**config.mk**
```make
export PLATFORM = sky130hd
export DESIGN_NAME = mul_ucode_seq
export DESIGN_NICKNAME = d
export VERILOG_FILES = /design/src/rtl/mul_ucode_seq.sv
export SDC_FILE = /design/constraint.sdc
export NUM_CORES = 1
export LEC_CHECK = 0
export CORE_MARGIN = 2
export CORE_UTILIZATION = 47
export CTS_CLUSTER_DIAMETER = 60
export DETAILED_ROUTE_END_ITERATION = 12
export DONT_BUFFER_PORTS = 1
export REMOVE_ABC_BUFFERS = 1
export SLEW_MARGIN = 10
export SYNTH_ARGS = -nofsm -noshare
export SYNTH_HDL_FRONTEND = slang
export SYNTH_SLANG_ARGS = --single-unit
```
**constraint.sdc**
```tcl
create_clock -name clk -period 4.45 [get_ports clk]
set_input_delay 0.89 -clock clk [delete_from_list [all_inputs] [get_ports clk]]
set_output_delay 0.89 -clock clk [all_outputs]
set_load 0.02 [all_outputs]
```
**src/rtl/mul_ucode_seq.sv**
```systemverilog
// Multi-cycle shift-add multiply sequencer for MULR/MULI; stalls decode while running.
// Optional MUL_EARLY_TERM_EN: EXEC exits as soon as the remaining multiplier is zero.
module mul_ucode_seq #(
    parameter int unsigned DATA_W = 32,
    parameter int unsigned CNT_W  = 6
) (
    input  logic              clk,
    input  logic              rst,
    input  logic              mul_trigger,
    input  logic              mul_type,
    input  logic              set_flags,
    input  logic [3:0]        dest_reg,
    input  logic [3:0]        src1_reg,
    input  logic [3:0]        src2_reg,
    input  logic [15:0]       imm,
    output logic              rf_ren,
    output logic [3:0]        rf_raddr1,
    output logic [3:0]        rf_raddr2,
    input  logic [DATA_W-1:0] rf_rdata1,
    input  logic [DATA_W-1:0] rf_rdata2,
    output logic              rf_wen,
    output logic [3:0]        rf_waddr,
    output logic [DATA_W-1:0] rf_wdata,
    output logic              flag_wen,
    output logic              flag_n,
    output logic              flag_z,
    output logic              stall,
    output logic              busy,
    output logic              done
);

    localparam logic [2:0] IDLE    = 3'd0;
    localparam logic [2:0] READ    = 3'd1;
    localparam logic [2:0] LOAD    = 3'd2;
    localparam logic [2:0] EXEC    = 3'd3;
    localparam logic [2:0] WB      = 3'd4;
    localparam logic [2:0] RELEASE = 3'd5;

    localparam logic [CNT_W-1:0] LAST_ITER = CNT_W'(DATA_W - 1);

    logic [2:0]        state_q, state_d;
    logic [3:0]        dest_q, dest_d;
    logic [3:0]        src1_q, src1_d;
    logic [3:0]        src2_q, src2_d;
    logic              type_q, type_d;
    logic              flags_q, flags_d;
    logic [DATA_W-1:0] imm_q, imm_d;
    logic [DATA_W-1:0] mcand_q, mcand_d;
    logic [DATA_W-1:0] mplier_q, mplier_d;
    logic [DATA_W-1:0] acc_q, acc_d;
    logic [CNT_W-1:0]  cnt_q, cnt_d;
    logic [DATA_W-1:0] mplier_shift;
    logic              exec_last;

    assign mplier_shift = mplier_q >> 1;

`ifdef MUL_EARLY_TERM_EN
    assign exec_last = (cnt_q == LAST_ITER) || (mplier_shift == '0);
`else
    assign exec_last = (cnt_q == LAST_ITER);
`endif

    always_comb begin
        state_d  = state_q;
        dest_d   = dest_q;
        src1_d   = src1_q;
        src2_d   = src2_q;
        type_d   = type_q;
        flags_d  = flags_q;
        imm_d    = imm_q;
        mcand_d  = mcand_q;
        mplier_d = mplier_q;
        acc_d    = acc_q;
        cnt_d    = cnt_q;
        case (state_q)
            IDLE: begin
                if (mul_trigger) begin
                    dest_d  = dest_reg;
                    src1_d  = src1_reg;
                    src2_d  = src2_reg;
                    type_d  = mul_type;
                    flags_d = set_flags;
                    imm_d   = DATA_W'($signed(imm));
                    state_d = READ;
                end
            end
            READ: state_d = LOAD;
            LOAD: begin
                mcand_d  = rf_rdata1;
                mplier_d = type_q ? rf_rdata2 : imm_q;
                acc_d    = '0;
                cnt_d    = '0;
                state_d  = EXEC;
            end
            EXEC: begin
                if (mplier_q[0]) begin
                    acc_d = acc_q + mcand_q;
                end
                mcand_d  = mcand_q << 1;
                mplier_d = mplier_shift;
                cnt_d    = cnt_q + 1'b1;
                if (exec_last) begin
                    state_d = WB;
                end
            end
            WB:      state_d = RELEASE;
            // Trigger is deliberately not sampled here: decode is moving past the held op.
            RELEASE: state_d = IDLE;
            default: state_d = IDLE;
        endcase
    end

    always_ff @(posedge clk or negedge rst) begin
        if (!rst) begin
            state_q  <= IDLE;
            dest_q   <= '0;
            src1_q   <= '0;
            src2_q   <= '0;
            type_q   <= 1'b0;
            flags_q  <= 1'b0;
            imm_q    <= '0;
            mcand_q  <= '0;
            mplier_q <= '0;
            acc_q    <= '0;
            cnt_q    <= '0;
        end else begin
            state_q  <= state_d;
            dest_q   <= dest_d;
            src1_q   <= src1_d;
            src2_q   <= src2_d;
            type_q   <= type_d;
            flags_q  <= flags_d;
            imm_q    <= imm_d;
            mcand_q  <= mcand_d;
            mplier_q <= mplier_d;
            acc_q    <= acc_d;
            cnt_q    <= cnt_d;
        end
    end

    always_comb begin
        rf_ren    = 1'b0;
        rf_raddr1 = '0;
        rf_raddr2 = '0;
        rf_wen    = 1'b0;
        rf_waddr  = '0;
        rf_wdata  = '0;
        flag_wen  = 1'b0;
        flag_n    = 1'b0;
        flag_z    = 1'b0;
        stall     = 1'b0;
        busy      = (state_q != IDLE);
        done      = 1'b0;
        case (state_q)
            // Gated with rst so every output reads 0 while reset is held.
            IDLE: stall = mul_trigger & rst;
            READ: begin
                stall     = 1'b1;
                rf_ren    = 1'b1;
                rf_raddr1 = src1_q;
                rf_raddr2 = type_q ? src2_q : 4'd0;
            end
            LOAD, EXEC: stall = 1'b1;
            WB: begin
                stall    = 1'b1;
                rf_wen   = 1'b1;
                rf_waddr = dest_q;
                rf_wdata = acc_q;
                if (flags_q) begin
                    flag_wen = 1'b1;
                    flag_n   = acc_q[DATA_W-1];
                    flag_z   = (acc_q == '0);
                end
            end
            RELEASE: done = 1'b1;
            default: ;
        endcase
    end

endmodule
```
==> impl_metrics.csv <==
group,metric,value,unit
routing,drtAntennaViolNets,0,
grt,grt_start_max_net_pins,137,
setup_path,critPathCaptureType,"output pin",
setup_path,worstPathArrival,2.56,ns
routing,wirelength,18300,um
worst_hold_path,hold_class,"primary input to async pin",
clocking,cts_sinks,135,
placed_design,port_buffers,0,
sta,worstMarginPinSlew,1.14,ns
finish,final_cells,1075,
sta,setup_viol,0,
clocking,clockRootBuffer,"clkbuf_16",
pwr,ir_drop,310,uV
synthesis,syn_inst,874,
finish,fillers,1531,
finish,final_cell_mix,"134 x dfrtp_1, 100 x nand2_1, 98 x o21ai_0",
clocking,cts_buffers,17,
routing,routedWlPerCell,17.0,um
clocking,clk_latency,0.41,ns
sta,clock_skew,0.00754,ns
synthesis,syn-cell-area,7910,um2
sta,fmax,290,MHz
grt,grt_pass1_wl,30400,um
sta,slew_headroom,0.241,
sta,final_max_slew_viol_count,0,
sta,hold_violations,0,
setup_path,path_max_fanout,31,
sta,fin_crit_sh,0.775,
clocking,cts.clk_slew.worst_paths,0.06,ns
outcome,status,"finished, final reports clean",
clocking,cts_tree,"done",
grt,grt_overflow,0,
clocking,post_cts_resized,0,
routing,drt_first_pass_iters,5,
finish,finish.net_count,972,
pwr,power_density,640,nW/um2
synthesis,ys_seq_area_frac,0.427,
finish,diodes,0,
sta,min_period,3.45,ns
clocking,hold_buffers,0,
routing,drc,0,
synthesis,syn_avg_cell_area,9.05,um2
floorplan,fp.dieArea,17900,um2
synthesis,synth_flop_cell,"dfrtp_1",
synthesis,yosysWarnings,0,
floorplan,die_w,134,um
finish,final_common_cell,"dfrtp_1",
floorplan,std_cell_rows,47,
placed_design,post-place-ws,1.43,ns
synthesis,yosysUniqueCellTypes,51,
placed_design,dp_cells,1043,
routing,dr.first_iter.drc_count,417,
sta,rsz0062_at_grt,"no",
routing,via_count,6160,
grt,antenna_found_initial,0,
setup_path,cp.required,3.56,ns
grt,track_usage,0.212,
synthesis,ys_ff_latch,135,
clocking,htree_num_levels,4,
clocking,post-cts-setup-buffers,0,
pwr,p_total,0.00550,W
floorplan,core,16500,um2
synthesis,async_reset_ff_frac,1.00,
placed_design,place_hpwl,12700,um
grt,grt_pass1_vias,6129,
sta,setup_slack,1.00,ns
floorplan,io_pins,149,
floorplan,start_util,0.479,
finish,layout-drive-gt1-share,0.0912,
routing,vias_per_cell,5.73,
clocking,clockBufferDepth,2,
setup_path,cp-start-kind,"register",
synthesis,synth_edf_count,0,
placed_design,globalplace.congestion,0.886,
finish,area_growth,8.54,%
pwr,p_leak,4.12,nW
run,maxCapViolations,0,
setup_path,path_class,"register to output pin",
floorplan,die_h,134,um
sta,hold_slack,0.172,ns
registers in the layout, summed over array words and instances (netlist names):
signal    flops
state_q       3
mcand_q      32
imm_q        16
src2_q        4
acc_q        32
src1_q        4
cnt_q         6
type_q        1
dest_q        4
mplier_q     32
flags_q       1
critical path, stage by stage (launching register included):
cell,delay (ns)
dfrtp_4,0.66
nor2_2,0.20
inv_1,0.11
nor2_1,0.42
nand2_1,0.25
inv_1,0.23
and2_1,0.27
power breakdown:
part / internal, W / total [W] / switching (W)
clock network: 0.000765 / 0.00130 / 0.000537
logic: 0.000939 / 0.00219 / 0.00125
registers: 0.00162 / 0.00200 / 0.000381
total: 0.00333 / 0.00550 / 0.00217
through the flow:
| step | util | instance area (um2) | setup TNS [ns] |
|---|---|---|---|
| global route | 0.519 | 8580 | 0 |
| detailed placement | 0.487 | 8040 | 0 |
| CTS | 0.519 | 8580 | 0 |
| finish | 0.519 | 8580 | 0 |
| global placement | 0.487 | 8040 | 0 |
| floorplan | - | 7690 | -25.59 |
routing by layer:
| layer | wire (um) | up-vias | share of wire | GRT usage |
|---|---|---|---|---|
| met5 | 0 | - | 0 | 0 |
| met4 | 238 | 0 | 0.013 | 0.0556 |
| met3 | 1080 | 21 | 0.059 | 0.0704 |
| met2 | 9020 | 158 | 0.49 | 0.355 |
| met1 | 7970 | 2942 | 0.44 | 0.264 |
| li1 | - | 3039 | - | - |
worst paths after layout:
path	end	startpoint	slack (ns)	cells after the start
setup / recovery	flag_n	state_q[0]$_DFFE_PN0P_	1.0	6
hold reg to reg	mplier_q[2]$_DFFE_PN0P_	mplier_q[2]$_DFFE_PN0P_	0.48	2
max in group asynchronous	mcand_q[25]$_DFFE_PN0P_	rst	3.97	0
setup reg to reg	acc_q[30]$_DFFE_PN0P_	mcand_q[0]$_DFFE_PN0P_	1.44	13
hold / removal	cnt_q[5]$_DFFE_PN0P_	rst	0.17	0
min in group clk	mplier_q[2]$_DFFE_PN0P_	mplier_q[2]$_DFFE_PN0P_	0.48	2
synthesized netlist by cell type, types with 7 or more instances:
cell / number / area share
a21o_1: 18 / 0.017
a21oi_1: 77 / 0.049
and2_1: 7 / 0.0055
and3_1: 47 / 0.037
clkbuf_1: 54 / 0.026
dfrtp_1: 135 / 0.43
ha_1: 32 / 0.051
inv_1: 18 / 0.0085
mux2_2: 30 / 0.043
mux2i_1: 50 / 0.063
nand2_1: 101 / 0.048
nand3_1: 39 / 0.025
nand4_1: 7 / 0.0055
nor2_1: 46 / 0.022
nor3_1: 7 / 0.0044
nor4_1: 9 / 0.0071
o21ai_0: 98 / 0.062
o21ai_1: 11 / 0.0070
xnor2_1: 14 / 0.016
xor2_1: 13 / 0.014
cells by family after synthesis:
family          after synthesis  share of synthesized area
simple gates                280                      0.170
compound gates              242                      0.177
flops                       135                      0.427
mux                          80                      0.106
buf+inv                      77                     0.0365
fa+ha+maj                    33                     0.0532
xor+xnor                     27                     0.0299
area by class of cell:
cell class | instances | area (um2) | share of cell area
inverters | 18 | 67.6 | 0.00787
well taps | 220 | 275 | 0.0321
repair buffers | 8 | 60.1 | 0.00700
multi-input cells | 662 | 4260 | 0.496
clock inverters | 12 | 106 | 0.0124
clock buffers | 20 | 437 | 0.0509
flip-flops and latches | 135 | 3380 | 0.394
(Power assumes the default switching activity.)
